--- config.mk ---
export PLATFORM = sky130hd
export DESIGN_NAME = tdc_pulse_gen
export DESIGN_NICKNAME = d
export VERILOG_FILES = /design/src/rtl/tdc_pkg.sv /design/src/rtl/tdc_pulse_gen.sv
export SDC_FILE = /design/constraint.sdc
export NUM_CORES = 1
export LEC_CHECK = 0
export CAP_MARGIN = 20
export CELL_PAD_IN_SITES_DETAIL_PLACEMENT = 0
export CELL_PAD_IN_SITES_GLOBAL_PLACEMENT = 2
export CORE_ASPECT_RATIO = 1.2
export CORE_MARGIN = 1.5
export CORE_UTILIZATION = 33
export DETAILED_ROUTE_END_ITERATION = 7
export GPL_ROUTABILITY_DRIVEN = 0
export PLACE_DENSITY_LB_ADDON = 0.08
export RECOVER_POWER = 50
export SYNTH_ARGS = -nofsm -noshare
export SYNTH_HDL_FRONTEND = slang
export SYNTH_SLANG_ARGS = --single-unit
--- constraint.sdc ---
create_clock -name clk -period 2.4 [get_ports clk]
set_input_delay 0.36 -clock clk [delete_from_list [all_inputs] [get_ports clk]]
set_output_delay 0.36 -clock clk [all_outputs]
set_load 0.01 [all_outputs]
--- src/rtl/tdc_pkg.sv ---
// Shared definitions for the TDC start/stop stimulus path and the coarse counter.
package tdc_pkg;

  localparam int unsigned CNT_W        = 16;
  localparam int unsigned MAX_INTERVAL = 60000;

  typedef enum logic [2:0] {
    ST_IDLE,
    ST_START_HI,
    ST_BOTH_HI,
    ST_GAP,
    ST_DONE
  } state_e;

endpackage

--- src/rtl/tdc_pulse_gen.sv ---
// Programmable start/stop level pair for TDC coarse-count self-test: start, stop N cycles later,
// both held PULSE_W cycles, both low GAP_CYC cycles, then a one-cycle done.
module tdc_pulse_gen #(
  parameter int unsigned CNT_W        = tdc_pkg::CNT_W,
  parameter int unsigned MAX_INTERVAL = tdc_pkg::MAX_INTERVAL,
  parameter int unsigned PULSE_W      = 4,
  parameter int unsigned GAP_CYC      = 8
) (
  input  logic             clk,
  input  logic             reset,
  input  logic             req,
  input  logic [CNT_W-1:0] interval,
  input  logic             abort,
  output logic             start,
  output logic             stop,
  output logic             busy,
  output logic             done,
  output logic             clamped
);
  import tdc_pkg::*;

  localparam logic [CNT_W-1:0] L_MAX      = CNT_W'(MAX_INTERVAL);
  localparam logic [CNT_W-1:0] L_PULSE_LD = CNT_W'(PULSE_W - 1);
  localparam logic [CNT_W-1:0] L_GAP_LD   = CNT_W'(GAP_CYC - 1);

  state_e           r_state, w_state_nxt;
  logic [CNT_W-1:0] r_cnt, w_cnt_nxt;
  logic [CNT_W-1:0] w_n;
  logic             r_clamped, w_clamped_nxt;
  logic             r_start, r_stop, r_busy, r_done;

  assign w_n = (interval > L_MAX) ? L_MAX : interval;

  // One down-counter serves every timed phase; it is reloaded on each state entry.
  always_comb begin
    w_state_nxt   = r_state;
    w_cnt_nxt     = r_cnt;
    w_clamped_nxt = r_clamped;
    unique case (r_state)
      ST_IDLE: begin
        if (req) begin
          w_clamped_nxt = (interval > L_MAX);
          if (w_n == '0) begin
            w_state_nxt = ST_BOTH_HI;
            w_cnt_nxt   = L_PULSE_LD;
          end else begin
            w_state_nxt = ST_START_HI;
            w_cnt_nxt   = w_n - 1'b1;
          end
        end
      end
      ST_START_HI: begin
        if (abort) begin
          w_state_nxt = ST_GAP;
          w_cnt_nxt   = L_GAP_LD;
        end else if (r_cnt == '0) begin
          w_state_nxt = ST_BOTH_HI;
          w_cnt_nxt   = L_PULSE_LD;
        end else begin
          w_cnt_nxt = r_cnt - 1'b1;
        end
      end
      ST_BOTH_HI: begin
        if (abort || r_cnt == '0) begin
          w_state_nxt = ST_GAP;
          w_cnt_nxt   = L_GAP_LD;
        end else begin
          w_cnt_nxt = r_cnt - 1'b1;
        end
      end
      ST_GAP: begin
        if (r_cnt == '0) begin
          w_state_nxt = ST_DONE;
          w_cnt_nxt   = '0;
        end else begin
          w_cnt_nxt = r_cnt - 1'b1;
        end
      end
      ST_DONE: begin
        w_state_nxt = ST_IDLE;
        w_cnt_nxt   = '0;
      end
      default: begin
        w_state_nxt = ST_IDLE;
        w_cnt_nxt   = '0;
      end
    endcase
  end

  // Outputs are decoded from the next state so each level changes on the same edge as the state.
  always_ff @(posedge clk or negedge reset) begin
    if (!reset) begin
      r_state   <= ST_IDLE;
      r_cnt     <= '0;
      r_clamped <= 1'b0;
      r_start   <= 1'b0;
      r_stop    <= 1'b0;
      r_busy    <= 1'b0;
      r_done    <= 1'b0;
    end else begin
      r_state   <= w_state_nxt;
      r_cnt     <= w_cnt_nxt;
      r_clamped <= w_clamped_nxt;
      r_start   <= (w_state_nxt == ST_START_HI) || (w_state_nxt == ST_BOTH_HI);
      r_stop    <= (w_state_nxt == ST_BOTH_HI);
      r_busy    <= (w_state_nxt == ST_START_HI) || (w_state_nxt == ST_BOTH_HI) ||
                   (w_state_nxt == ST_GAP);
      r_done    <= (w_state_nxt == ST_DONE);
    end
  end

  assign start   = r_start;
  assign stop    = r_stop;
  assign busy    = r_busy;
  assign done    = r_done;
  assign clamped = r_clamped;

endmodule

; ---- After elaboration in Yosys (flattened, before gate mapping)
; Index checks and enable logic that the tools add are counted.
; W data, S select, Z words.
[word_totals]
ff_bits = 24
latchBits = 0
ram_bits = 0
mem_bits_ro = 0
in_bits = 20
output_inout_bits = 5
wordCells = 40
mem_count = 0
[classes]
n_addsub = 2
n_mul = 0
div = 0
magnitude_cmp = 1
n_eq_ne = 8
shift = 0
muxes = 15
n_bitwise = 0
n_reduce_logical = 7
[ops]
columns = operator, count
row1 = $mux W16, 7
row2 = $pmux W16 S4, 1
row3 = $logic_not A16 Y1, 2
row4 = $sub A16 B1 Y16 const B, 2
row5 = $gt A16 B16 Y1 const B, 1
row6 = $mux W3, 5
row7 = $eq A3 B2 Y1 const B, 4
row8 = $pmux W3 S4, 1
row9 = $eq A3 B1 Y1 const B, 2
row10 = $eq A3 B3 Y1 const B, 1
row11 = $logic_not A3 Y1, 1
row12 = $logic_or A1 B1 Y1, 3
row13 = $mux W2, 1
row14 = $ne A2 B2 Y1 const B, 1
row15 = $reduce_and A2 Y1, 1

; ---- Logic depth before layout (Yosys ltp)
; Gate-level depths: netlist (run 1).
[depth]
word_depth = 9
ltp_mapped = 12
ltp_nobuf = 10

; ---- Worst setup path after synthesis (run 1)
; No wires, ideal clock.
[synth_timing]
path_type = input to register
start = input interval[12]
end = register r_start, in the netlist start
setup_time_ps = 80
arrival_time_ps = 2407
required_time_ps = 2320
slack_ps = -86
path_stages = 11
path_cell_list = or4_1 -> o21ai_0 -> buf_2 -> nand2_1 -> ha_1 -> nand3_1 -> or3_1 -> buf_2 -> nand3_2 -> o221ai_2 -> xnor2_1
[synth_via]
elab_chain_len = 8
[synth_lines]
columns = item, line_no
row1 = from (decl), tdc_pulse_gen.sv:12  ; input logic [CNT_W-1:0] interval,
row2 = $gt A16 B16 Y1, tdc_pulse_gen.sv:32  ; assign w_n = (interval > L_MAX) ? L_MAX : interval;
row3 = $mux W16 (*), tdc_pulse_gen.sv:32
row4 = $logic_not A16 Y1 (*), tdc_pulse_gen.sv:43  ; if (w_n == '0) begin
row5 = $mux W2 (*), tdc_pulse_gen.sv:43
row6 = $mux W3 (*), tdc_pulse_gen.sv:41  ; if (req) begin
row7 = $pmux W3 S4 (*), tdc_pulse_gen.sv:39  ; unique case (r_state)
row8 = net w_state_nxt[0], tdc_pulse_gen.sv:26  ; state_e r_state, w_state_nxt;
row9 = $eq A3 B1 Y1 / $eq A3 B2 Y1 (equally long branches), tdc_pulse_gen.sv:104  ; r_start <= (w_state_nxt == ST_START_HI) || (w_state_nxt == ST_BOTH_HI);
row10 = $logic_or A1 B1 Y1 (*), tdc_pulse_gen.sv:104
row11 = to (signal assigned), tdc_pulse_gen.sv:104
row12 = to (decl), tdc_pulse_gen.sv:30  ; logic r_start, r_stop, r_busy, r_done;
; Mark *: on every way through the listed nets, which the timed path passes. The rest lies on a longest branch.
; A chain may end at the register's enable or synchronous reset.

; ---- Final worst setup path (run 1)
[layout_timing]
start = input interval[1]
end = register r_cnt[3]
[layout_via]
elab_chain_len = 6
[layout_lines]
columns = item, line_no
row1 = $gt A16 B16 Y1, tdc_pulse_gen.sv:32
row2 = $mux W16 (*), tdc_pulse_gen.sv:32
row3 = $sub A16 B1 Y16 / $logic_not A16 Y1 (equally long branches), "tdc_pulse_gen.sv:48, tdc_pulse_gen.sv:43"
row4 = $mux W16 (*), tdc_pulse_gen.sv:43
row5 = $mux W16 (*), tdc_pulse_gen.sv:41
row6 = $pmux W16 S4 (*), tdc_pulse_gen.sv:39
row7 = to (signal assigned), tdc_pulse_gen.sv:102  ; r_cnt <= w_cnt_nxt;
row8 = to (decl), tdc_pulse_gen.sv:27  ; logic [CNT_W-1:0] r_cnt, w_cnt_nxt;
; Every way passes the cells marked *; elsewhere a longest branch is shown, timed or not. The select of a mux whose other input is x is not followed.

==> results of run 1 <==
-- where the power goes --
group	switching, mW	total, mW	internal (mW)	leakage, nW
registers	0.176	0.730	0.554	0.302
clock network	0.143	0.290	0.147	0.0288
logic	0.470	0.956	0.487	0.847
-- sequential cells by signal, summed over array words and instances, names as in the netlist --
| name | cells |
|---|---|
| r_cnt | 16 |
| r_state | 3 |
| busy | 1 |
| clamped | 1 |
| done | 1 |
| start | 1 |
| stop | 1 |
-- layout make-up --
cell class	count	area, µm²	area share (%)
timing repair buffer	67	587	22.6
inverter	8	30.0	1.16
tap	62	77.6	2.99
clock buffer	4	55.1	2.12
sequential	24	601	23.2
multi-input combinational	173	1240	47.9
-- worst min-delay path by stage --
stage	start	end	slack [ns]	cells past startpoint
final	clamped	clamped	0.49	2
after CTS	reset	r_state[2]	0.44	2
after floorplan	reset	busy	0.06	0
after detailed placement	clamped	clamped	0.47	2
after global placement	clamped	clamped	0.46	2
after global routing	r_cnt[9]	r_cnt[9]	0.54	2
-- stage by stage --
stage / cell area (µm²) / cells / utilization (%) / TNS (ns) / power, mW
after floorplan: 1840 / 212 / - / 0 / 1.35
after global placement: 2410 / 331 / 45.2 / -4.06 / 1.66
after detailed placement: 2410 / 331 / 45.2 / -5.68 / 1.68
after CTS: 2510 / 338 / 47.1 / 0 / 1.98
after global routing: 2590 / 338 / 48.6 / -0.00353 / 2.15
final: 2590 / 338 / 48.6 / 0 / 1.98
-- per-layer routing --
metal / vias up / wire length, µm
met5: - / 0
met4: 0 / 95
met3: 7 / 123
met2: 38 / 3050
met1: 906 / 2320
li1: 925 / -
-- worst max-delay path, stage by stage --
cell	delay, ns
clkdlybuf4s50_1	0.49
nor2_2	0.08
a41oi_4	0.17
o21ai_4	0.10
nand2_2	0.07
ha_2	0.19
nand3_2	0.08
or3_4	0.41
nand3_4	0.12
a21oi_1	0.06
a2111o_1	0.37
-- cells by family after synthesis --
group	share of synthesized area, %
simple gates	29.0
compound gates	23.3
flops	32.8
xor+xnor	7.66
buf+inv	4.58
fa+ha+maj	2.05
mux	0.547
-- timing repair --
action,in CTS,in global routing
pin swaps,4,6
hold buffers,0,0
endpoints found under the hold margin,0,0
setup endpoints to repair,8,15
buffers inserted,2,0
cloned,1,0
gates resized for setup,4,24
-- cell usage after synthesis (4+ instances only) --
library cell  count
buf_2             4
nor4_1            7
dfrtp_1          24
nor2_1           16
xnor2_1          11
or4_1             4
o21ai_0          13
xor2_1            5
a21oi_1          12
nand2_1          18
nand3_1           7
nor3_1           14
inv_1             7
or3_1             6
==> impl_metrics.csv, run 1 <==
group,metric,value,unit
worst_hold_path,min_path_type,"reg2reg",
grt,antenna_found_initial,0,
placement,dp_hpwl,4320,µm
grt,grt_pass1_vias,1969,
placement,pre_cts_slack,-0.450,ns
yosys,yosysSeqAreaShare,32.8,%
setup_path,critPathMaxFanout,5,
die,dieArea,6000,µm²
grt,grt_max_degree,25,
yosys,synthCells,212,
pwr,vdd_drop_max,0.294,mV
placement,portBuffers,24,
timing,tightest_slew,1.38,ns
yosys,syn_nets,235,
yosys,synth_edf_count,0,
setup_path,worstSetupStartpoint,"interval[1]",
die,rows,29,
grt,grt_overflow_total,0,
clock_network,clkTransAtPathRegs,0.09,ns
setup_path,required,2.57,ns
die,ioPinCount,25,
cells_and_area,final_common_cell,"buf_4",
cells_and_area,mostFrequentLayoutCells,"buf_4, dfrtp_1, nand2_1, nor2_1, nor3_1",
yosys,ys_types,57,
yosys,async_flop_share,100,%
drt,drcViolationCount,0,
job,cap_violations,0,
yosys,synth_top_area_share,32.8,%
drt,wirelength,5590,µm
drt,ant_nets,0,
die,die_y,84.6,µm
timing,maxSlewHeadroom,7.73,%
grt,met1_usage,21.8,%
setup_path,cp-end-kind,"register",
timing,min_period,2.32,ns
yosys,synth-seq-cells,24,
setup_path,startpoint_type,"primary input",
timing,max_freq,431,MHz
clock_network,numCtsBuffers,3,
clock_network,root_buffer,"clkbuf_8",
grt,track_usage,19.9,%
grt,use_met2,38.1,%
clock_network,cts_sinks,24,
die,initial_core_util,34.3,%
cells_and_area,nNetsFinal,300,
pwr,p_leak,1.18,nW
die,core,5330,µm²
yosys,synth.area.top_cells,"dfrtp_1, xnor2_1, nor3_1",
timing,slew_viol_final,0,
die,die_w,71.0,µm
drt,drtIter0Drc,52,
yosys,synth-main-ff-cell,"dfrtp_1",
yosys,synth.avg_cell_area,8.63,µm²
cells_and_area,nFillCells,534,
cells_and_area,antennaDiodeCount,0,
yosys,yosysWarnings,0,
drt,vias_per_cell,5.55,
setup_path,crit_end,"r_cnt[3]",
timing,timing_hold_violations_final,0,
setup_path,r2r_setup_slack,0.22,ns
grt,met3_usage,1.80,%
clock_network,clock_latency,0.28,ns
timing,fin_ws,0.0793,ns
grt,grt_pass1_wl,9350,µm
grt,grt-busiest-layer,"met2",
setup_path,crit_type,"in2reg",
setup_path,worstReg2RegEnd,"busy",
drt,route.vias.total,1876,
drt,wl_per_cell,16.5,µm
clock_network,cts_tree,"yes",
timing,setup_violations,0,
yosys,netlist_area,1830,µm²
setup_path,worstPathArrival,2.49,ns
timing,fin_skew,0.00402,ns
pwr,power.density,762,nW/µm²
clock_network,clock_path_buffers,2,
setup_path,rr_startpoint,"r_cnt[5]",
timing,whs,0.490,ns
outcome,status,"complete, no violations",
clock_network,cts_max_level,1,
drt,dr.pass1.iters,4,
timing,finalCritPeriodShare,96.7,%
setup_path,rr_worst_depth,8,
yosys,synth_top_area_cell,"dfrtp_1",
cells_and_area,drive_above_1_share,28.3,%
cells_and_area,area_delta_synth_final,41.7,%
No activity file was read; power rests on OpenSTA's default activity.
==> inputs of run 2 (changes only) <==
--- a/config.mk
+++ b/config.mk
@@ -5,7 +5,6 @@
 export SDC_FILE = /design/constraint.sdc
 export NUM_CORES = 1
 export LEC_CHECK = 0
-export CAP_MARGIN = 20
 export CELL_PAD_IN_SITES_DETAIL_PLACEMENT = 0
 export CELL_PAD_IN_SITES_GLOBAL_PLACEMENT = 2
 export CORE_ASPECT_RATIO = 1.2
==> results of run 2 <==
No change in the layout: final DEF, timing and power equal those of run 1.
